$ cat src/rtl/bounded_step_counter.sv
// Loadable step counter with trigger reload, upper bound, and a start/done/ack run handshake.
// IDLE waits for start, COUNT steps on en, DONE holds at LIMIT until ack.
module bounded_step_counter #(
  parameter int WD       = 4,
  parameter int LOAD_VAL = 5,
  parameter int TRIG_VAL = 3,
  parameter int LIMIT    = 10,
  parameter int STEP     = 1,
  parameter int WRAP     = 0
) (
  input  logic          clk,
  input  logic          rst_n,
  input  logic          start,
  input  logic          en,
  input  logic          clr,
  input  logic          load,
  input  logic [WD-1:0] load_val,
  input  logic          ack,
  output logic [WD-1:0] cnt,
  output logic          busy,
  output logic          done,
  output logic          wrapped
);

  typedef enum logic [1:0] {IDLE = 2'd0, COUNT = 2'd1, DONE = 2'd2} state_t;

  localparam logic [WD-1:0] LOAD_C  = WD'(LOAD_VAL);
  localparam logic [WD-1:0] TRIG_C  = WD'(TRIG_VAL);
  localparam logic [WD-1:0] LIMIT_C = WD'(LIMIT);
  localparam logic [WD:0]   LIMIT_X = (WD+1)'(LIMIT);
  localparam logic [WD:0]   STEP_X  = (WD+1)'(STEP);
  localparam logic          WRAP_EN = (WRAP != 0);

  state_t        state;
  state_t        state_nxt;
  logic [WD-1:0] cnt_nxt;
  logic          wrapped_nxt;

  // One extra bit so cnt+STEP can never overflow before comparing to LIMIT.
  logic [WD:0] sum;
  logic        trig_hit;
  logic        over;
  logic        finish;
  logic        wrap_hit;

  always_comb begin
    sum      = {1'b0, cnt} + STEP_X;
    trig_hit = (cnt == TRIG_C);
    // A load can leave cnt at or above LIMIT; that run ends on its first enabled step.
    over     = ({1'b0, cnt} >= LIMIT_X);
    finish   = !trig_hit && (over || (sum == LIMIT_X) || ((sum > LIMIT_X) && !WRAP_EN));
    wrap_hit = !trig_hit && !over && (sum > LIMIT_X) && WRAP_EN;
  end

  always_ff @(posedge clk or negedge rst_n) begin
    if (!rst_n) begin
      state   <= IDLE;
      cnt     <= LOAD_C;
      wrapped <= 1'b0;
    end else begin
      state   <= state_nxt;
      cnt     <= cnt_nxt;
      wrapped <= wrapped_nxt;
    end
  end

  always_comb begin
    state_nxt = state;
    if (clr) begin
      state_nxt = IDLE;
    end else begin
      case (state)
        IDLE:    if (start) state_nxt = COUNT;
        COUNT:   if (en && finish) state_nxt = DONE;
        DONE:    if (ack) state_nxt = IDLE;
        default: state_nxt = IDLE;
      endcase
    end
  end

  always_comb begin
    cnt_nxt     = cnt;
    wrapped_nxt = 1'b0;
    if (clr) begin
      cnt_nxt = LOAD_C;
    end else begin
      case (state)
        IDLE: begin
          if (load) cnt_nxt = load_val;
        end
        COUNT: begin
          if (en) begin
            if (trig_hit) begin
              cnt_nxt = LOAD_C;
            end else if (finish) begin
              cnt_nxt = LIMIT_C;
            end else if (wrap_hit) begin
              cnt_nxt     = LOAD_C;
              wrapped_nxt = 1'b1;
            end else begin
              cnt_nxt = sum[WD-1:0];
            end
          end
        end
        default: cnt_nxt = cnt;
      endcase
    end
  end

  // busy/done together fully encode the state for observation.
  assign busy = (state == COUNT);
  assign done = (state == DONE);

endmodule

$ cat config.mk
export PLATFORM = sky130hd
export DESIGN_NAME = bounded_step_counter
export DESIGN_NICKNAME = d
export VERILOG_FILES = /design/src/rtl/bounded_step_counter.sv
export SDC_FILE = /design/constraint.sdc
export NUM_CORES = 1
export LEC_CHECK = 0
export CORE_AREA = 8 8 45 47
export CTS_BUF_LIST = sky130_fd_sc_hd__clkbuf_4 sky130_fd_sc_hd__clkbuf_8
export DETAILED_ROUTE_END_ITERATION = 10
export DIE_AREA = 0 0 53 55
export GPL_TIMING_DRIVEN = 0
export HOLD_SLACK_MARGIN = 0.05
export PLACE_DENSITY = 0.66
export SKIP_CTS_REPAIR_TIMING = 1
export SYNTH_ARGS = -nofsm -noshare
export SYNTH_HDL_FRONTEND = slang
export SYNTH_SLANG_ARGS = --single-unit
$ cat constraint.sdc
create_clock -name clk -period 2.6 [get_ports clk]
set_input_delay 0.52 -clock clk [delete_from_list [all_inputs] [get_ports clk]]
set_output_delay 0.52 -clock clk [all_outputs]
set_load 0.005 [all_outputs]
==> out/summary.txt, run 1 <==
outcome: complete, no violations
r2r setup slk: 0.66 ns
area added between synthesis and finish: 43.9%
Initial DRT Pass Iterations: 4
clock skew: 0.00147 ns
syn avg cell area: 8.39 sq um
Final setup viols: 0
largest family of logic cells by synthesized area: compound AO/OA/AOI/OAI gates
layout cell share with drive strength beyond 1: 0.135
Post-DRT Antenna Nets: 0
Mapped Cells: 55
grt total ovfl: 0
final critical-path required period: 2.15 ns
DRC violations left: 0
Synth Register Bits: 6
filler instances: 134
clk slew on worst S/H paths: 0.04 ns
vias in the first global route: 436
syn nets: 69
WL met1: 531 microns
Synth area leaders: dfrtp_1, dfstp_2, ha_1, a21oi_1, nor2_1
clk root buf: clkbuf_4
# Max-Cap Violations: 0
cell internal pwr: 0.214 mW
met3 routed wirelength: 58 microns
sw frac: 0.299
worst hold-check path type: in2async
peak supply drop: 0.000156 V
Sink Count: 6
Cell Area, Placed: 642 sq um
first-pass GRT wire length: 1880 microns
initial antenna violation count: 0
crit path DAT: 1.63 ns
Port Buffers: 16
DIE WIDTH: 53 microns
H-tree lvl count: 1
WL/cell: 13.1 microns
RR Startpoint: cnt[0]
CTS max path bufs: 2
critical path's top delay family: buffers and inverters
Post-Synth Adder-Cell Area: 0.0813
sequential fraction of the synthesis area: 0.331
Final nets: 90
Worst Path Max Fanout: 8
RSZ-0062 raised after global routing: false
mux cell area share after synthesis: 0.0217
average vias per placed instance: 4.94
Clk Latency, worst-skew pair: 0.24 ns
Post-synth ARST share: 1.00
Yosys cell types: 29
Post-Syn Area: 462 sq um
Initial Utilization: 0.334
CP Data Required Time: 2.08 ns
fraction of power consumed by combinational cells: 0.336
IO Pins: 18
ys flop type: dfrtp_1
worst path bufs/invs: 3
leakage: 0.278 nW
CP startpoint kind: flip-flop
crit-path cells: nand2b_1 -> clkbuf_1 -> inv_2 -> clkdlybuf4s50_1
crit end category: primary output
slowest cell on the critical path: clkdlybuf4s50_1
Rows: 14
Detail Placement HPWL: 975 microns
Slew Limit Fails: 0
GRT Overall Usage: 0.0868
cts bufs inserted: 3
Reg power frac: 0.400
Die ar.: 2920 sq um
max layer used: met4
via count: 445
endpoints failing hold: 0
Yosys top cell area share: 0.217
fin area: 664 sq um
synth warn: 0
CTS tree: done
largest net degree at the start of global routing: 9
fmax: 0.466 GHz
CP Class: reg2out
EDFF count, synth: 0
Clock Power Share: 0.265
met2 WL post-DR: 571 microns
Final period util: 0.825
commonest non-fill, non-tap cells in the layout: clkdlybuf4s50_1, nor2_1, a21oi_1
xor-xnor portion of the synthesized cell area: 0.0190
drt total wl: 1180 microns
Power Dens Cells: 460 nW/um^2
Core Footprint: 1380 sq um
simple-gate share of the synthesized area: 0.192
cell accounting for the most synthesized area: dfrtp_1
GPL Wtd Cong: 0.752
R2R cell count: 6
die outline height: 55 microns
final setup TNS: 0 ns
Compound-Gate Fraction of Synth Area: 0.274
Reg-to-Reg End: state[1]
n_diodes: 0
switching power total: 0.0915 mW
commonest non-fill, non-tap cell in the layout: clkdlybuf4s50_1
crit-path max cell delay: 0.46 ns
number of DRC markers in iteration 0: 4
==> registers in the layout, indices dropped and copies added (netlist names) <==
register	cells
state	2
cnt	4
==> cells by family after synthesis <==
kind of cell               count (synthesis)
AOI/OAI and AO/OA                         18
xor gates and xnor gates                   1
adders and majority gates                  3
buffers and inverters                      8
DFF                                        6
muxes                                      1
other                                      1
and+or+nand+nor                           17
==> routing by layer <==
metal  vias to the layer above  global-route usage
met5                         -                   0
met2                        10               0.137
met3                         2              0.0134
met1                       200               0.105
met4                         0              0.0647
li1                        233                   -
==> power by group through the flow <==
stage               clock network [mW]  logic [mW]  registers (mW)
finish                          0.0808       0.103           0.122
global route                    0.0925       0.115           0.124
CTS                             0.0852       0.103           0.122
detailed placement                   0       0.103           0.123
global placement                     0       0.102           0.123
floorplan                            0      0.0572           0.119
==> cell type report <==
| class | count | area (sq um) | area share |
|---|---|---|---|
| buffer | 2 | 11.3 | 0.0169 |
| clock buffer | 3 | 22.5 | 0.0339 |
| inverter | 6 | 22.5 | 0.0339 |
| multi-input combinational | 41 | 275 | 0.414 |
| sequential | 6 | 153 | 0.230 |
| tap | 16 | 20.0 | 0.0301 |
| timing repair buffer | 16 | 160 | 0.241 |
==> synth_stat cells (2+ instances only) <==
cell type and instances:
ha_1 3, dfrtp_1 4, o21ai_1 2, a22o_1 2
inv_1 4, nor2_1 7, a21oi_1 6, nand2b_1 3
dfstp_2 2, nand2_1 2, nand3_1 2
==> worst max path at each step <==
stage / from / endpoint / slack (ns) / cells after the start
after floorplan: cnt[0] / cnt[1] / 0.75 / 6
after global placement: cnt[0] / state[1] / 0.67 / 6
after detailed placement: cnt[0] / state[1] / 0.66 / 6
after CTS: state[1] / busy / 0.46 / 4
after global routing: state[0] / busy / 0.36 / 4
final: state[0] / busy / 0.45 / 4
==> per-stage QoR <==
| step | worst slack (ns) | power, mW | instances | utilization | hold slack, ns |
|---|---|---|---|---|---|
| 3_3_place_gp | 0.668 | 0.225 | 87 | 0.464 | 0.551 |
| 2_1_floorplan | 0.755 | 0.176 | 55 | - | 0.224 |
| 3_5_place_dp | 0.659 | 0.226 | 87 | 0.464 | 0.558 |
| 6_report | 0.455 | 0.306 | 90 | 0.480 | 0.519 |
| 5_1_grt | 0.364 | 0.331 | 90 | 0.480 | 0.539 |
| 4_1_cts | 0.455 | 0.310 | 90 | 0.480 | 0.520 |
(Power assumes the default switching activity.)
==> inputs of run 2 (changes only) <==
==> constraint.sdc (replaced) <==
create_clock -name clk -period 2 [get_ports clk]
set_input_delay 0.4 -clock clk [delete_from_list [all_inputs] [get_ports clk]]
set_output_delay 0.4 -clock clk [all_outputs]
set_load 0.005 [all_outputs]
==> run 2 against run 1 <==
Non-clock buffer count down 1. Clock-buffer cell count unchanged. Wire length increased by 0.17%. Critical path depth up 2. Clock skew stayed put. Sequential power grew 30%. Total power rose by 30%. Critical path type is now reg2reg. Highest routed layer unchanged.
==> out/summary.txt, run 2 (same netlist as run 1, synthesis figures left out) <==
outcome: complete, no violations
layout cell share with drive strength beyond 1: 0.151 (+0.0155)
clk slew on worst S/H paths: 0.04 ns (about the same)
Worst Path Max Fanout: 6 (-2)
biggest regs: cnt: 4 flops, state: 2 flops
area added between synthesis and finish: 43.6%
sw frac: 0.299 (about the same)
worst hold-check path type: in2async
die outline height: 55 microns (unchanged)
sequential cell area: 153 sq um (unchanged)
largest net degree at the start of global routing: 9 (unchanged)
crit-path cells: inv_1 -> ha_1 -> or4_4 -> o21ai_4 -> o21ai_2 -> a22o_1
fraction of power consumed by combinational cells: 0.334 (-0.002)
DIE WIDTH: 53 microns (unchanged)
CP startpoint kind: flip-flop
Post-DRT Antenna Nets: 0 (unchanged)
average vias per placed instance: 4.98 (+0.67%)
Tot Pwr: 0.397 mW (+30%)
hold_ws: 0.399 ns (-0.120 ns)
WL/cell: 13.2 microns (+1.3%)
vias in the first global route: 436 (unchanged)
dpl ws: 0.0588 ns (-0.600 ns)
IO Pins: 18 (unchanged)
endpoints failing hold: 0 (unchanged)
CTS max path bufs: 2 (unchanged)
CP Class: reg2reg
Die ar.: 2920 sq um (unchanged)
switching power total: 0.119 mW (+30%)
M2 GR Usage: 0.137 (unchanged)
peak supply drop: 0.000203 V (+30%)
crit end category: flip-flop
final critical-path required period: 1.94 ns
final setup TNS: 0 ns (unchanged)
drt total wl: 1180 microns (+0.17%)
multi-input gate area in the final layout: 278 sq um (+0.91%)
cell internal pwr: 0.278 mW (+30%)
Final Worst Setup Slack: 0.0560 ns (-0.399 ns)
DRC violations left: 0 (unchanged)
Power Dens Cells: 599 nW/um^2 (+30%)
Sink Count: 6 (unchanged)
commonest non-fill, non-tap cell in the layout: clkdlybuf4s50_1
filler instances: 135 (+0.75%)
Clock Power Share: 0.265 (about the same)
number of DRC markers in iteration 0: 4 (unchanged)
crit path DAT: 2.06 ns (+0.43 ns)
final std cells w/o fill: 89 (-1.1%)
Clk Latency, worst-skew pair: 0.24 ns (about the same)
CP Data Required Time: 2.12 ns (+0.04 ns)
post-layout util: 0.479 (-0.000904)
fmax: 0.514 GHz
clock skew: 0.00147 ns (unchanged)
slowest cell on the critical path: dfstp_2
max reg flops: 4 (unchanged)
Final setup viols: 0 (unchanged)
via count: 443 (-0.45%)
r2r setup slk: 0.06 ns (-0.60 ns)
n_diodes: 0 (unchanged)
RSZ-0062 raised after global routing: false
Slew Limit Fails: 0 (unchanged)
GPL Wtd Cong: 0.752 (unchanged)
fin area: 663 sq um (-0.19%)
first-pass GRT wire length: 1880 microns (unchanged)
Port Buffers: 16 (unchanged)
Placed Cells: 87 (unchanged)
cts bufs inserted: 3 (unchanged)
leakage: 0.276 nW (-0.44%)
H-tree lvl count: 1 (unchanged)
Detail Placement HPWL: 975 microns (unchanged)
Core Footprint: 1380 sq um (unchanged)
crit-path max cell delay: 0.58 ns (+0.12 ns)
commonest non-fill, non-tap cells in the layout: clkdlybuf4s50_1, nor2_1, a21oi_1
Top reg by flops: cnt
# Max-Cap Violations: 0 (unchanged)
CTS tree: done
Cell Area, Placed: 642 sq um (unchanged)
clk root buf: clkbuf_4
GRT Overall Usage: 0.0868 (unchanged)
GR peak layer: met2
Rows: 14 (unchanged)
Reg power frac: 0.401 (about the same)
Final nets: 89 (-1.1%)
initial antenna violation count: 0 (unchanged)
GR Util met3: 0.0134 (unchanged)
M1 GR Usage: 0.105 (unchanged)
Final period util: 0.972
grt total ovfl: 0 (unchanged)
Initial DRT Pass Iterations: 4 (unchanged)
Initial Utilization: 0.334 (unchanged)
[run 2: power by group through the flow]
stage	clock [mW]	combinational (mW)	sequential, mW
2_1_floorplan	0	0.0743	0.155
3_3_place_gp	0	0.132	0.160
3_5_place_dp	0	0.134	0.160
4_1_cts	0.111	0.134	0.159
5_1_grt	0.120	0.148	0.162
6_report	0.105	0.133	0.159
[run 2: layer usage]
metal,vias to the layer above,part of all wire
met5,-,0
met1,200,0.45
met2,10,0.49
met4,0,0.012
li1,231,-
met3,2,0.049
[run 2: path summary, 6_finish.rpt]
kind	depth (start not counted)	from	endpoint
max in group asynchronous	1	rst_n	cnt[0]
min reg2reg	2	cnt[2]	cnt[2]
max	6	cnt[0]	state[1]
max reg2reg	6	cnt[0]	state[1]
min in group clk	2	cnt[2]	cnt[2]
min	1	rst_n	state[1]
[run 2: worst max-delay path, delay by kind of cell, from the launching register on]
kind	cells	cell delay (ns)
adders and majority gates	1	0.19
and+or+nand+nor	1	0.49
buffers and inverters	1	0.08
DFF	1	0.58
AOI/OAI and AO/OA	3	0.49
[run 2: final cells by class]
| class | count | share of cell area |
|---|---|---|
| inverter | 6 | 0.0340 |
| buffer | 1 | 0.0113 |
| timing repair buffer | 16 | 0.242 |
| sequential | 6 | 0.230 |
| clock buffer | 3 | 0.0340 |
| tap | 16 | 0.0302 |
| multi-input combinational | 41 | 0.419 |
==> inputs of run 3 (changes only) <==
--- a/config.mk
+++ b/config.mk
@@ -9,6 +9,7 @@
 export CTS_BUF_LIST = sky130_fd_sc_hd__clkbuf_4 sky130_fd_sc_hd__clkbuf_8
 export DETAILED_ROUTE_END_ITERATION = 10
 export DIE_AREA = 0 0 53 55
+export GPL_ROUTABILITY_DRIVEN = 0
 export GPL_TIMING_DRIVEN = 0
 export HOLD_SLACK_MARGIN = 0.05
 export PLACE_DENSITY = 0.66
==> constraint.sdc (replaced) <==
create_clock -name clk -period 2 [get_ports clk]
set_input_delay 0.2 -clock clk [delete_from_list [all_inputs] [get_ports clk]]
set_output_delay 0.2 -clock clk [all_outputs]
set_load 0.005 [all_outputs]
==> results of run 3 <==
The final DEF is identical to that of run 1. Status: complete, no violations.
Among the figures that moved: setup slack after placement 0.659 ns -> 0.0588 ns; setup slack after layout 0.455 ns -> 0.0560 ns; hold slack 0.519 ns -> 0.199 ns; start point of the critical path state[0] -> cnt[0]; end point of the critical path busy -> state[1]; register-to-register setup slack 0.66 ns -> 0.06 ns; total power 0.306 mW -> 0.397 mW; worst IR drop on VDD 0.000156 V -> 0.000203 V
